`config.mk`:
```
export PLATFORM = sky130hd
export DESIGN_NAME = alu_share_arbiter
export DESIGN_NICKNAME = d
export VERILOG_FILES = /design/src/rtl/alu_share_arbiter.sv
export SDC_FILE = /design/constraint.sdc
export NUM_CORES = 1
export LEC_CHECK = 0
export CORE_AREA = 2 2 123 125
export DETAILED_ROUTE_END_ITERATION = 8
export DIE_AREA = 0 0 125 127
export PLACE_DENSITY = 0.71
export REMOVE_ABC_BUFFERS = 1
export SLEW_MARGIN = 20
export SYNTH_ARGS = -nofsm -noshare
export SYNTH_HDL_FRONTEND = slang
export SYNTH_SLANG_ARGS = --single-unit
```
`constraint.sdc`:
```
create_clock -name clk -period 3 [get_ports clk]
set_input_delay 0.6 -clock clk [delete_from_list [all_inputs] [get_ports clk]]
set_output_delay 0.6 -clock clk [all_outputs]
set_load 0.1 [all_outputs]
```
`src/rtl/alu_share_arbiter.sv`:
```
// alu_share_arbiter: time-multiplexes one combinational ALU between two
// valid/ready requesters. Operands and results are registered around the
// ALU. Each operation runs IDLE (accept) -> EXEC (ALU) -> RESP (hand back).
// Contention is resolved by a round-robin pointer.
module alu_share_arbiter #(
    parameter int DW = 32,
    parameter int SW = 5
) (
    input  logic          clk,
    input  logic          rst,

    input  logic          req0_valid,
    input  logic [DW-1:0] req0_in1,
    input  logic [DW-1:0] req0_in2,
    input  logic [SW-1:0] req0_sig,
    output logic          req0_ready,
    output logic          rsp0_valid,
    input  logic          rsp0_ready,
    output logic [DW-1:0] rsp0_data,
    output logic          rsp0_zero,
    output logic          rsp0_ovf,

    input  logic          req1_valid,
    input  logic [DW-1:0] req1_in1,
    input  logic [DW-1:0] req1_in2,
    input  logic [SW-1:0] req1_sig,
    output logic          req1_ready,
    output logic          rsp1_valid,
    input  logic          rsp1_ready,
    output logic [DW-1:0] rsp1_data,
    output logic          rsp1_zero,
    output logic          rsp1_ovf,

    output logic [DW-1:0] alu_in1,
    output logic [DW-1:0] alu_in2,
    output logic [SW-1:0] alu_signal,
    input  logic [DW-1:0] alu_out,
    input  logic          alu_zero,
    input  logic          alu_ovf
);

    typedef enum logic [1:0] {
        IDLE = 2'd0,
        EXEC = 2'd1,
        RESP = 2'd2
    } state_t;

    state_t        state;
    logic          ptr;        // requester favoured when both are valid
    logic          gid;        // requester owning the operation in flight
    logic [DW-1:0] op1_q;
    logic [DW-1:0] op2_q;
    logic [SW-1:0] sig_q;
    logic [DW-1:0] res_q;
    logic          zero_q;
    logic          ovf_q;
    logic          rsp0_valid_q;
    logic          rsp1_valid_q;

    logic          grant_any;
    logic          grant_id;
    logic          rsp_taken;

    // Pick the winner of this IDLE cycle; a lone requester always wins.
    always_comb begin
        // NOTE: every combinational output gets a default first so no path
        // leaves it unassigned, which would otherwise infer a latch.
        grant_any = 1'b0;
        grant_id  = 1'b0;
        if (state == IDLE && !rst) begin
            if (req0_valid && req1_valid) begin
                grant_any = 1'b1;
                grant_id  = ptr;
            end else if (req0_valid) begin
                grant_any = 1'b1;
                grant_id  = 1'b0;
            end else if (req1_valid) begin
                grant_any = 1'b1;
                grant_id  = 1'b1;
            end
        end
    end

    assign req0_ready = grant_any && !grant_id;
    assign req1_ready = grant_any &&  grant_id;

    // The owner of the pending result has accepted it.
    assign rsp_taken = gid ? rsp1_ready : rsp0_ready;

    // Arbitration FSM with operand, result and response registers.
    always_ff @(posedge clk) begin
        // NOTE: sequential state uses non-blocking assignments so every
        // register samples pre-edge values regardless of statement order.
        if (rst) begin
            state        <= IDLE;
            ptr          <= 1'b0;
            gid          <= 1'b0;
            op1_q        <= '0;
            op2_q        <= '0;
            sig_q        <= '0;
            res_q        <= '0;
            zero_q       <= 1'b0;
            ovf_q        <= 1'b0;
            rsp0_valid_q <= 1'b0;
            rsp1_valid_q <= 1'b0;
        end else begin
            case (state)
                IDLE: begin
                    if (grant_any) begin
                        gid   <= grant_id;
                        op1_q <= grant_id ? req1_in1 : req0_in1;
                        op2_q <= grant_id ? req1_in2 : req0_in2;
                        sig_q <= grant_id ? req1_sig : req0_sig;
                        state <= EXEC;
                    end
                end
                EXEC: begin
                    res_q        <= alu_out;
                    zero_q       <= alu_zero;
                    ovf_q        <= alu_ovf;
                    sig_q        <= '0;
                    rsp0_valid_q <= !gid;
                    rsp1_valid_q <= gid;
                    state        <= RESP;
                end
                RESP: begin
                    if (rsp_taken) begin
                        rsp0_valid_q <= 1'b0;
                        rsp1_valid_q <= 1'b0;
                        ptr          <= !gid;
                        state        <= IDLE;
                    end
                end
                default: state <= IDLE;
            endcase
        end
    end

    // The op code register is loaded only for the EXEC cycle, so the ALU
    // sees its neutral op code whenever no operation is executing.
    assign alu_in1    = op1_q;
    assign alu_in2    = op2_q;
    assign alu_signal = sig_q;

    assign rsp0_valid = rsp0_valid_q;
    assign rsp1_valid = rsp1_valid_q;
    assign rsp0_data  = res_q;
    assign rsp0_zero  = zero_q;
    assign rsp0_ovf   = ovf_q;
    assign rsp1_data  = res_q;
    assign rsp1_zero  = zero_q;
    assign rsp1_ovf   = ovf_q;

endmodule

```
==> results.md, run 1 <==
* Total wire length at roughly 15000 um
* Die extent in x at approximately 130 um
* Final cell count without fillers at 937
* Total setup buffers inserted after CTS at 0
* Number of H-tree levels at 3
* Count of antenna diodes in the layout at 0
* Final core utilization at 52.6%
* Relative slew margins at between 30% and 40%
* Aggregate negative setup slack at 0 ps
* Run status: finished clean
* CTS hold repair buffers at 0
* Cell Count Post-Placement at 922
* Die Height at approximately 130 um
* Post-route fraction of the period consumed by the critical path at 80.1%
* Buffer depth of the longest clock path at 2
* Clock latency at the later pin of the worst-skew pair at around 340 ps
* Number of failing hold endpoints at the final stage at 0
* Startpoint class of the critical path: input pin
* Boundary Pins at 319
* Worst Hold Slack at around 460 ps
* Path depth of the worst reg2reg path at 4
* Warning count from the yosys run at 0
* Path type of the worst min-delay path: register to register
* Clk root buf: clkbuf_16
* GR met3 Demand/Resource at around 5.1%
* Overall global routing resource usage at between 10% and 20%
* Highest-utilization routing layer at the global route stage: met2
* Filler cells at around 1300
* Number of register bits inferred by synthesis at roughly 110
* Pins over their slew limit at 0
* Category of the most critical setup path: input pin to output port
* Post-layout nets at 927
* TritonCTS Sinks at about 110
* Starting utilization of the core area at about a third
* Worst clock skew on the final layout at 4.75 ps
* Data arrival, critical path at ~1800 ps
* Power density relative to cell area at 657 nW/um2
* Number of buffers added by the clock tree synthesis step at 9
* Initial drt markers at between 150 and 200
* Number of antenna violations at the first check in global routing at 0
* Non-Filler Cell Area, Final at between 7000 and 8000 um2
* Average size of a mapped cell at 9.48 um2
* Slack of the worst reg-to-reg path at around 1200 ps
* Top area cells in the synthesized netlist: dfxtp_1 (48%), mux2i_1 (7.7%), a22o_1 (6.7%), buf_4 (6.6%), nand2_1 (6.1%)
* Die Area at roughly 16000 um2
* Clock tree from TritonCTS: yes
* Tmin final at 2400 ps
* Endpoint kind of the worst setup timing path: output port
* Measured slew at the worst slew-check pin at ~970 ps
* Clock-pin transition on the worst setup and hold timing paths at 70 ps
* Portion of the post-synthesis area used by sequential elements at a little under half
* Vias in the first global route at about 4300
* DRC violations left at 0
* # Max-Cap Violations at 0
* Vias per inst at around 4.7
* Total number of vias at ~4400
* Synthesized instance count at between 400 and 500
* Post-place instance area at about 7300 um2
* Standard-cell row count at between 40 and 50
* GR met2 Demand/Resource at 31.5%
* Met1 Resource Use GR at between 10% and 20%
* First-pass GRT wire length at between 20000 and 25000 um
* Worst Path Required at 2400 ps
* Area Overhead vs Synth at 66.0%
* Last weighted congestion value of the routability-driven placer at roughly 0.84
* Biggest area consumer among synthesized cells: dfxtp_1
* Final-report setup violation count at 0
* Cell leakage power at between 3 and 4 nW
* Post-Syn Area at ~4600 um2
* Maximum number of pins on one net before global-route repair at 66
* Top achievable clock speed at roughly 0.42 GHz
* Share of the synthesized area in the top cell type at 47.8%
* Drt first pass iters at 4
* RSZ-0062 raised after global routing: false
* Routed length per placed instance at 15.7 um
* Core footprint at 14400 um2
* Biggest fanout along the worst timing path at 5
* Overflow left after global routing at 0
* Peak VDD IR at 0.000317 V
* Number of cells upsized or downsized after cts at 0
* Port Buf Inserts at approximately 320
* Synth cell types at 25
* Final HPWL DP at approximately 11000 um
* Antenna viol nets, final at 0
* Share of post-route cells with drive strength above 1 at a little under a quarter
* Number of instances on the worst hold path at 2
-- kinds of logic (layout without fill, tap and decap cells) --
kind of cell / count (synthesis) / in the layout / synth area share, %
buffers and inverters: 73 / 344 / 10.2
muxes: 35 / 35 / 7.67
and+or+nand+nor: 118 / 118 / 12.9
AOI/OAI and AO/OA: 147 / 147 / 21.4
DFF: 109 / 109 / 47.8
-- per-stage QoR --
| stage | power, W | setup slack [ps] |
|---|---|---|
| 4_1_cts | 0.00504 | 584 |
| 3_3_place_gp | 0.00380 | 603 |
| 5_1_grt | 0.00515 | 540 |
| 2_1_floorplan | 0.00319 | -1410 |
| 6_report | 0.00498 | 596 |
| 3_5_place_dp | 0.00382 | 580 |
-- power breakdown --
part           total [W]  leakage [nW]  switching (W)  internal [W]
clock            0.00120         0.149       0.000510      0.000690
sequential       0.00169         0.897      0.0000969       0.00159
combinational    0.00209          2.51        0.00152      0.000567
total            0.00498          3.55        0.00213       0.00285
-- sequential cells by signal, summed over array words and instances, names as in the netlist --
name        flops
state           2
alu_in1        32
alu_in2        32
alu_signal      5
rsp0_valid      1
rsp1_valid      1
ptr             1
rsp0_ovf        1
gid             1
rsp0_zero       1
rsp0_data      32
-- critical path, stage by stage --
cell and delay [ps]:
clkdlybuf4s50_1 590, o21ai_4 100, nor4_4 270, buf_12 230
-- cells in the final DEF (no fill, tap or decap), types with 2 or more instances in the layout --
master,netlist,final
clkdlybuf4s50_1,0,176
buf_4,40,146
dfxtp_1,109,109
nand2_1,74,73
a21oi_1,39,39
a21o_1,36,36
a22o_1,35,35
mux2i_1,35,35
o21ai_0,30,30
nand3b_1,29,29
clkbuf_16,0,9
nor2_1,5,5
o2bb2ai_1,5,5
nor3_1,3,3
inv_1,3,3
buf_12,0,3
or2_2,2,2
clkbuf_8,0,2
-- per-layer routing --
layer,share of wire (%),vias to the layer above,wire [um]
met5,0,-,0
li1,-,2175,-
met2,51,181,7520
met1,39,2055,5690
met4,1.8,0,265
met3,8.2,16,1200
-- final cells by class --
type,count,area [um2],area share [%]
clock inverters,3,43.8,0.578
repair buffers,326,2920,38.6
well taps,184,230,3.04
multi-input cells,300,1930,25.5
inverters,3,11.3,0.149
flip-flops and latches,109,2180,28.8
clock buffers,12,256,3.38
-- path summary, 6_finish.rpt --
check	from	end
worst max-delay path	req1_valid	req1_ready
worst min-delay path	rsp1_valid	rsp1_valid
worst max register to register	state[0]	rsp0_zero
worst min register to register	rsp1_valid	rsp1_valid
-- synthesized netlist by cell type --
cell type and n:
o21ai_0 30, buf_4 40, or2_2 2, buf_6 4
nand2_1 74, or2b_1 1, nor2_1 5, mux2i_1 35
o2bb2ai_1 5, inv_1 3, nand3b_1 29, clkbuf_1 14
nor2b_1 1, a21o_1 36, buf_2 9, o21ai_1 1
nor3_1 3, and2b_1 1, dfxtp_1 109, and3_1 1
nor4_4 1, a22o_1 35, a21oi_1 39, buf_1 3
a21oi_2 1
Power figures use the tool's default switching activity.
==> run 2: changes to the inputs <==
--- a/config.mk
+++ b/config.mk
@@ -5,10 +5,10 @@
 export SDC_FILE = /design/constraint.sdc
 export NUM_CORES = 1
 export LEC_CHECK = 0
-export CORE_AREA = 2 2 123 125
+export CORE_MARGIN = 2
+export CORE_UTILIZATION = 32
 export DETAILED_ROUTE_END_ITERATION = 8
-export DIE_AREA = 0 0 125 127
-export PLACE_DENSITY = 0.71
+export PLACE_DENSITY = 0.75
 export REMOVE_ABC_BUFFERS = 1
 export SLEW_MARGIN = 20
 export SYNTH_ARGS = -nofsm -noshare
==> constraint.sdc (replaced) <==
create_clock -name clk -period 2.1 [get_ports clk]
set_input_delay 0.42 -clock clk [delete_from_list [all_inputs] [get_ports clk]]
set_output_delay 0.42 -clock clk [all_outputs]
set_load 0.1 [all_outputs]
==> run 2 against run 1 <==
  * First-iteration DRC count fell by 4.5%
  * Global-route usage grew 0.29 points
  * Core utilization up 2.4 points
  * Die area decreased by 4.0%
  * Via count rose by 0.59%
  * Count of clock-buffer cells in the layout is 3 lower
  * Critical endpoint is now req0_ready
  * Worst hold slack improved by 3.2 ps
  * Combinational power up 44%
  * Critical path depth fell by 1
  * Final cell count is 0.11% lower
  * Flip-flop and latch count unchanged
  * Register-to-register slack lost 640 ps
==> results.md, run 2 (synthesis gave the netlist of run 1 again) <==
* RSZ-0062 raised after global routing: false
* Antenna viol nets, final at 0
* Initial drt markers at roughly 150
* # Max-Cap Violations at 0
* Vias in the first global route at 4329
* Worst Hold Slack at roughly 460 ps
* Number of antenna violations at the first check in global routing at 0
* Overflow left after global routing at 0
* Startpoint class of the critical path: register
* Measured slew at the worst slew-check pin at 607 ps
* Clock tree from TritonCTS: yes
* Clock latency at the later pin of the worst-skew pair at around 340 ps
* Area Overhead vs Synth at 67.7%
* Relative slew margins at 59.5%
* Number of instances on the worst hold path at 2
* DRC violations left at 0
* Last weighted congestion value of the routability-driven placer at 0.737
* Number of buffers added by the clock tree synthesis step at 9
* Top achievable clock speed at 0.496 GHz
* Final HPWL DP at between 10000 and 15000 um
* Core footprint at 13900 um2
* Path depth of the worst reg2reg path at 5
* Die Height at ~120 um
* Maximum number of pins on one net before global-route repair at 65
* Clk root buf: clkbuf_16
* Power density relative to cell area at around 950 nW/um2
* Data arrival, critical path at between 1500 and 2000 ps
* Total wire length at approximately 15000 um
* Post-layout nets at between 900 and 1000
* Category of the most critical setup path: register to output port
* Number of H-tree levels at 3
* Vias per inst at 4.76
* Worst Path Required at between 1500 and 2000 ps
* RR Endpoint: alu_in2[22]
* Die extent in x at roughly 120 um
* R2R Path Start: state[1]
* Share of post-route cells with drive strength above 1 at 23.1%
* Routed length per placed instance at about 16 um
* Standard-cell row count at 43
* Post-route fraction of the period consumed by the critical path at a little over nine tenths
* Endpoint kind of the worst setup timing path: output port
* Die Area at 15200 um2
* Boundary Pins at around 320
* Peak VDD IR at a little under 0.0005 V
* Drt first pass iters at 4
* TritonCTS Sinks at 109
* Number of cells upsized or downsized after cts at 0
* Starting utilization of the core area at approximately 33%
* Run status: finished clean
* Leading cell type in the layout, fill and taps excluded: clkdlybuf4s50_1
* CTS hold repair buffers at 0
* Number of failing hold endpoints at the final stage at 0
* Path type of the worst min-delay path: register to register
* Leading cell types in the layout, fill and taps excluded: clkdlybuf4s50_1 (176), buf_4 (145), dfxtp_1 (109)
* Total number of vias at 4453
* Total setup buffers inserted after CTS at 0
* Cell leakage power at 3.59 nW
* Port Buf Inserts at around 320
* Final cell count without fillers at between 900 and 1000
* Final-report setup violation count at 0
* Hold Path Origin: rsp1_valid
* Buffer depth of the longest clock path at 2
* First-pass GRT wire length at 21000 um
* Cell Count Post-Placement at just over 900
* Tmin final at roughly 2000 ps
* Total power of the final layout at between 0.007 and 0.008 W
* Pins over their slew limit at 0
* Count of antenna diodes in the layout at 0
* Biggest fanout along the worst timing path at 7
* Overall global routing resource usage at 17.5%
* Worst clock skew on the final layout at about 9.5 ps
* Clock-pin transition on the worst setup and hold timing paths at approximately 70 ps
* Hold Path End: rsp1_valid
* Slack of the worst reg-to-reg path at between 500 and 600 ps
[run 2: changes by cell type in the layout (fill, tap and decap cells not counted), sizes merged]
cell      delta
clkbuf       -3
inv          +2
clkinvlp     +1
buf          +2
bufinv       +1
[run 2: worst max-delay path by stage]
stage                     cells past startpoint       start          end  slack [ps]
final                                         3    state[1]   req0_ready          90
after global routing                          3    state[1]   req0_ready          30
after CTS                                     3    state[1]   req0_ready          70
after detailed placement                      6  req1_valid  alu_in2[22]          30
after global placement                        6  req1_valid  alu_in2[10]          80
after floorplan                               4  req0_valid  alu_in1[24]       -2040
[run 2: area by class of cell]
type	count	area, um2
well taps	180	225
clock buffers	9	225
fillers	1253	6280
multi-input cells	300	1940
clock inverters	7	104
repair buffers	328	2980
flip-flops and latches	109	2180
inverters	3	11.3
[run 2: metal layers]
| metal | share of wire (%) | track usage, % |
|---|---|---|
| met5 | 0 | 0 |
| met1 | 37 | 18.0 |
| met4 | 0.92 | 4.47 |
| met2 | 52 | 33.2 |
| met3 | 10 | 6.50 |
[run 2: power by group]
part           switching [W]  internal, W  leakage [nW]  total [W]
clock network       0.000793      0.00107         0.160    0.00186
registers           0.000135      0.00227         0.897    0.00241
logic                0.00219     0.000825          2.53    0.00301
[run 2: per-stage QoR]
stage / utilization (%) / TNS, ps / cell area (um2) / setup slack, ps
floorplan: - / -114980 / 4110 / -2040
global placement: 52.6 / 0 / 7330 / 80.4
detailed placement: 52.6 / 0 / 7330 / 34.9
CTS: 55.0 / 0 / 7660 / 72.6
global route: 55.0 / 0 / 7660 / 26.9
finish: 55.0 / 0 / 7660 / 85.8
[run 2: critical path: stages, from the launching register on]
cell     delay [ps]
dfxtp_1         380
nor3_1          310
and3_1          350
buf_12          210
==> run 3: changes to the inputs <==
--- a/config.mk
+++ b/config.mk
@@ -5,10 +5,12 @@
 export SDC_FILE = /design/constraint.sdc
 export NUM_CORES = 1
 export LEC_CHECK = 0
-export CORE_MARGIN = 2
-export CORE_UTILIZATION = 32
+export CORE_AREA = 2 2 125 127
+export CTS_BUF_LIST = sky130_fd_sc_hd__clkbuf_4
+export CTS_CLUSTER_DIAMETER = 100
 export DETAILED_ROUTE_END_ITERATION = 8
-export PLACE_DENSITY = 0.75
+export DIE_AREA = 0 0 127 129
+export PLACE_DENSITY = 0.72
 export REMOVE_ABC_BUFFERS = 1
 export SLEW_MARGIN = 20
 export SYNTH_ARGS = -nofsm -noshare
==> run 3 against run 2 <==
  * Count of clock-buffer cells in the layout unchanged
  * Non-clock buffer count unchanged
  * Critical path depth unchanged
  * First-iteration DRC count down 20%
  * Critical path type unchanged
  * Largest power group unchanged
==> results.md, run 3 (synthesis gave the netlist of run 1 again) <==
* Post-place instance area at between 7000 and 8000 um2
* Initial drt markers at 119
* Area Overhead vs Synth at 65.1%
* Total wire length at 14800 um
* Leading cell type in the layout, fill and taps excluded: clkdlybuf4s50_1
* Slowest library cell on the worst path: dfxtp_4
* Crit path setup slack, layout at 103 ps
* Run status: finished clean
* Biggest fanout along the worst timing path at 7
* Sum of buffers and inverters on the critical path at 1
* Clock latency at the later pin of the worst-skew pair at around 470 ps
* Number of antenna violations at the first check in global routing at 0
* Measured slew at the worst slew-check pin at between 600 and 700 ps
* Die Height at between 100 and 150 um
* Highest-utilization routing layer at the global route stage: met2
* # Max-Cap Violations at 0
* Clock tree from TritonCTS: yes
* Port Buf Inserts at about 320
* Slack of the worst reg-to-reg path at just over 500 ps
* Leading cell types in the layout, fill and taps excluded: clkdlybuf4s50_1 (174), buf_4 (145), dfxtp_1 (106)
* Clk root buf: clkbuf_4
* Die extent in x at ~130 um
* Boundary Pins at roughly 320
* Final HPWL DP at 11300 um
* Starting utilization of the core area at 30.5%
* Tmin final at between 1500 and 2000 ps
* Worst path top cell family by delay: simple AND/OR/NAND/NOR gates
* Startpoint class of the critical path: register
* Total number of vias at 4496
* Antenna viol nets, final at 0
* Last weighted congestion value of the routability-driven placer at 0.788
* Vias per inst at 4.76
* Category of the most critical setup path: register to output port
* Post-route fraction of the period consumed by the critical path at roughly 95%
* TritonCTS Sinks at between 100 and 150
* Die Area at around 16000 um2
* Stage delay of the slowest cell on the critical path at 410 ps
* Overflow left after global routing at 0
* Power density relative to cell area at 886 nW/um2
* Worst Path Required at 1680 ps
* Storage cell area at about 2200 um2
* Post-placement worst setup slack at -15.8 ps
* Share of post-route cells with drive strength above 1 at a little under a quarter
* Number of failing hold endpoints at the final stage at 0
* Count of antenna diodes in the layout at 0
* Clock-pin transition on the worst setup and hold timing paths at roughly 180 ps
* Number of H-tree levels at 3
* Non-Filler Cell Area, Final at about 7500 um2
* Filler cells at 1368
* Peak VDD IR at 0.000552 V
* Total power of the final layout at around 0.0067 W
* Overall global routing resource usage at 17.1%
* GR met2 Demand/Resource at a little under a third
* Vias in the first global route at around 4400
* First-pass GRT wire length at 22400 um
* Pins over their slew limit at 0
* Area of the multi-input gates at 1950 um2
* CTS hold repair buffers at 0
* GR met3 Demand/Resource at roughly 5.2%
* Core footprint at between 10000 and 15000 um2
* Maximum number of pins on one net before global-route repair at 65
* Routed length per placed instance at around 16 um
* Worst clock skew on the final layout at roughly 20 ps
* Drt first pass iters at 4
* Top achievable clock speed at around 0.5 GHz
* Cell leakage power at 3.54 nW
* Post-layout nets at 929
* Data arrival, critical path at roughly 1600 ps
* Number of buffers added by the clock tree synthesis step at 9
* Cell breakdown of the critical path: nor3_4, and3_4, buf_12
* Final-report setup violation count at 0
* Met1 Resource Use GR at a little under a fifth
* Path type of the worst min-delay path: input pin to register
* Endpoint kind of the worst setup timing path: output port
* DRC violations left at 0
* Relative slew margins at 57.1%
* Buffer depth of the longest clock path at 2
* Worst Hold Slack at 361 ps
* Standard-cell row count at 45
run 3: changes by cell type in the layout (fill, tap and decap cells not counted), moves of 2 or more:
cell | previous run | this run
clkbuf_16 | 9 | 0
clkbuf_4 | 0 | 9
clkdlybuf4s50_1 | 176 | 174
clkinv_4 | 0 | 2
dfxtp_1 | 109 | 106
dfxtp_2 | 0 | 2
dlymetal6s2s_1 | 0 | 2
run 3: report_power, final:
part,total (W),switching (W),internal (W)
logic,0.00302,0.00219,0.000828
registers,0.00242,0.000140,0.00228
clock network,0.00125,0.000745,0.000504
run 3: final timing paths:
check / startpoint / endpoint / cells after the start
worst min-delay path: req1_valid / gid / 3
worst min register to register: rsp1_valid / rsp1_valid / 2
worst max register to register: ptr / alu_in2[1] / 5
worst max-delay path: state[0] / req0_ready / 3
run 3: cell type report:
type	count	share of cell area (%)
Inverter	3	0.149
Clock buffer	9	0.896
Multi-Input combinational cell	300	25.9
Tap cell	188	3.12
Timing Repair Buffer	328	39.5
Sequential cell	109	29.0
Clock inverter	7	1.43
run 3: layer usage:
metal  share of wire, %  routed length (um)  up-vias
li1                   -                   -     2192
met1                 39                5850     2074
met2                 50                7450      209
met3                8.5                1270       21
met4                1.8                 260        0
met5                  0                   0        -
run 3: through the flow:
stage	setup TNS [ps]	instances	utilization [%]
6_report	0	944	50.4
5_1_grt	-14.4	944	50.4
4_1_cts	0	943	50.2
3_5_place_dp	-25.4	927	48.9
3_3_place_gp	0	927	48.9
2_1_floorplan	-114980	412	-
run 3: timing repair:
action / 4_1_cts / 5_1_grt
buffers inserted: 0 / 1
gates resized for setup: 3 / 8
pin swaps: 1 / 3
hold endpoints to repair: 0 / 0
endpoints found under the setup margin: 1 / 2
run 3: worst reg2reg max path, stage by stage, from the launching register on:
cell and delay, ps:
dfxtp_2 420, o21ai_4 100, nor4_4 330, buf_4 170, buf_4 330, a21o_1 200
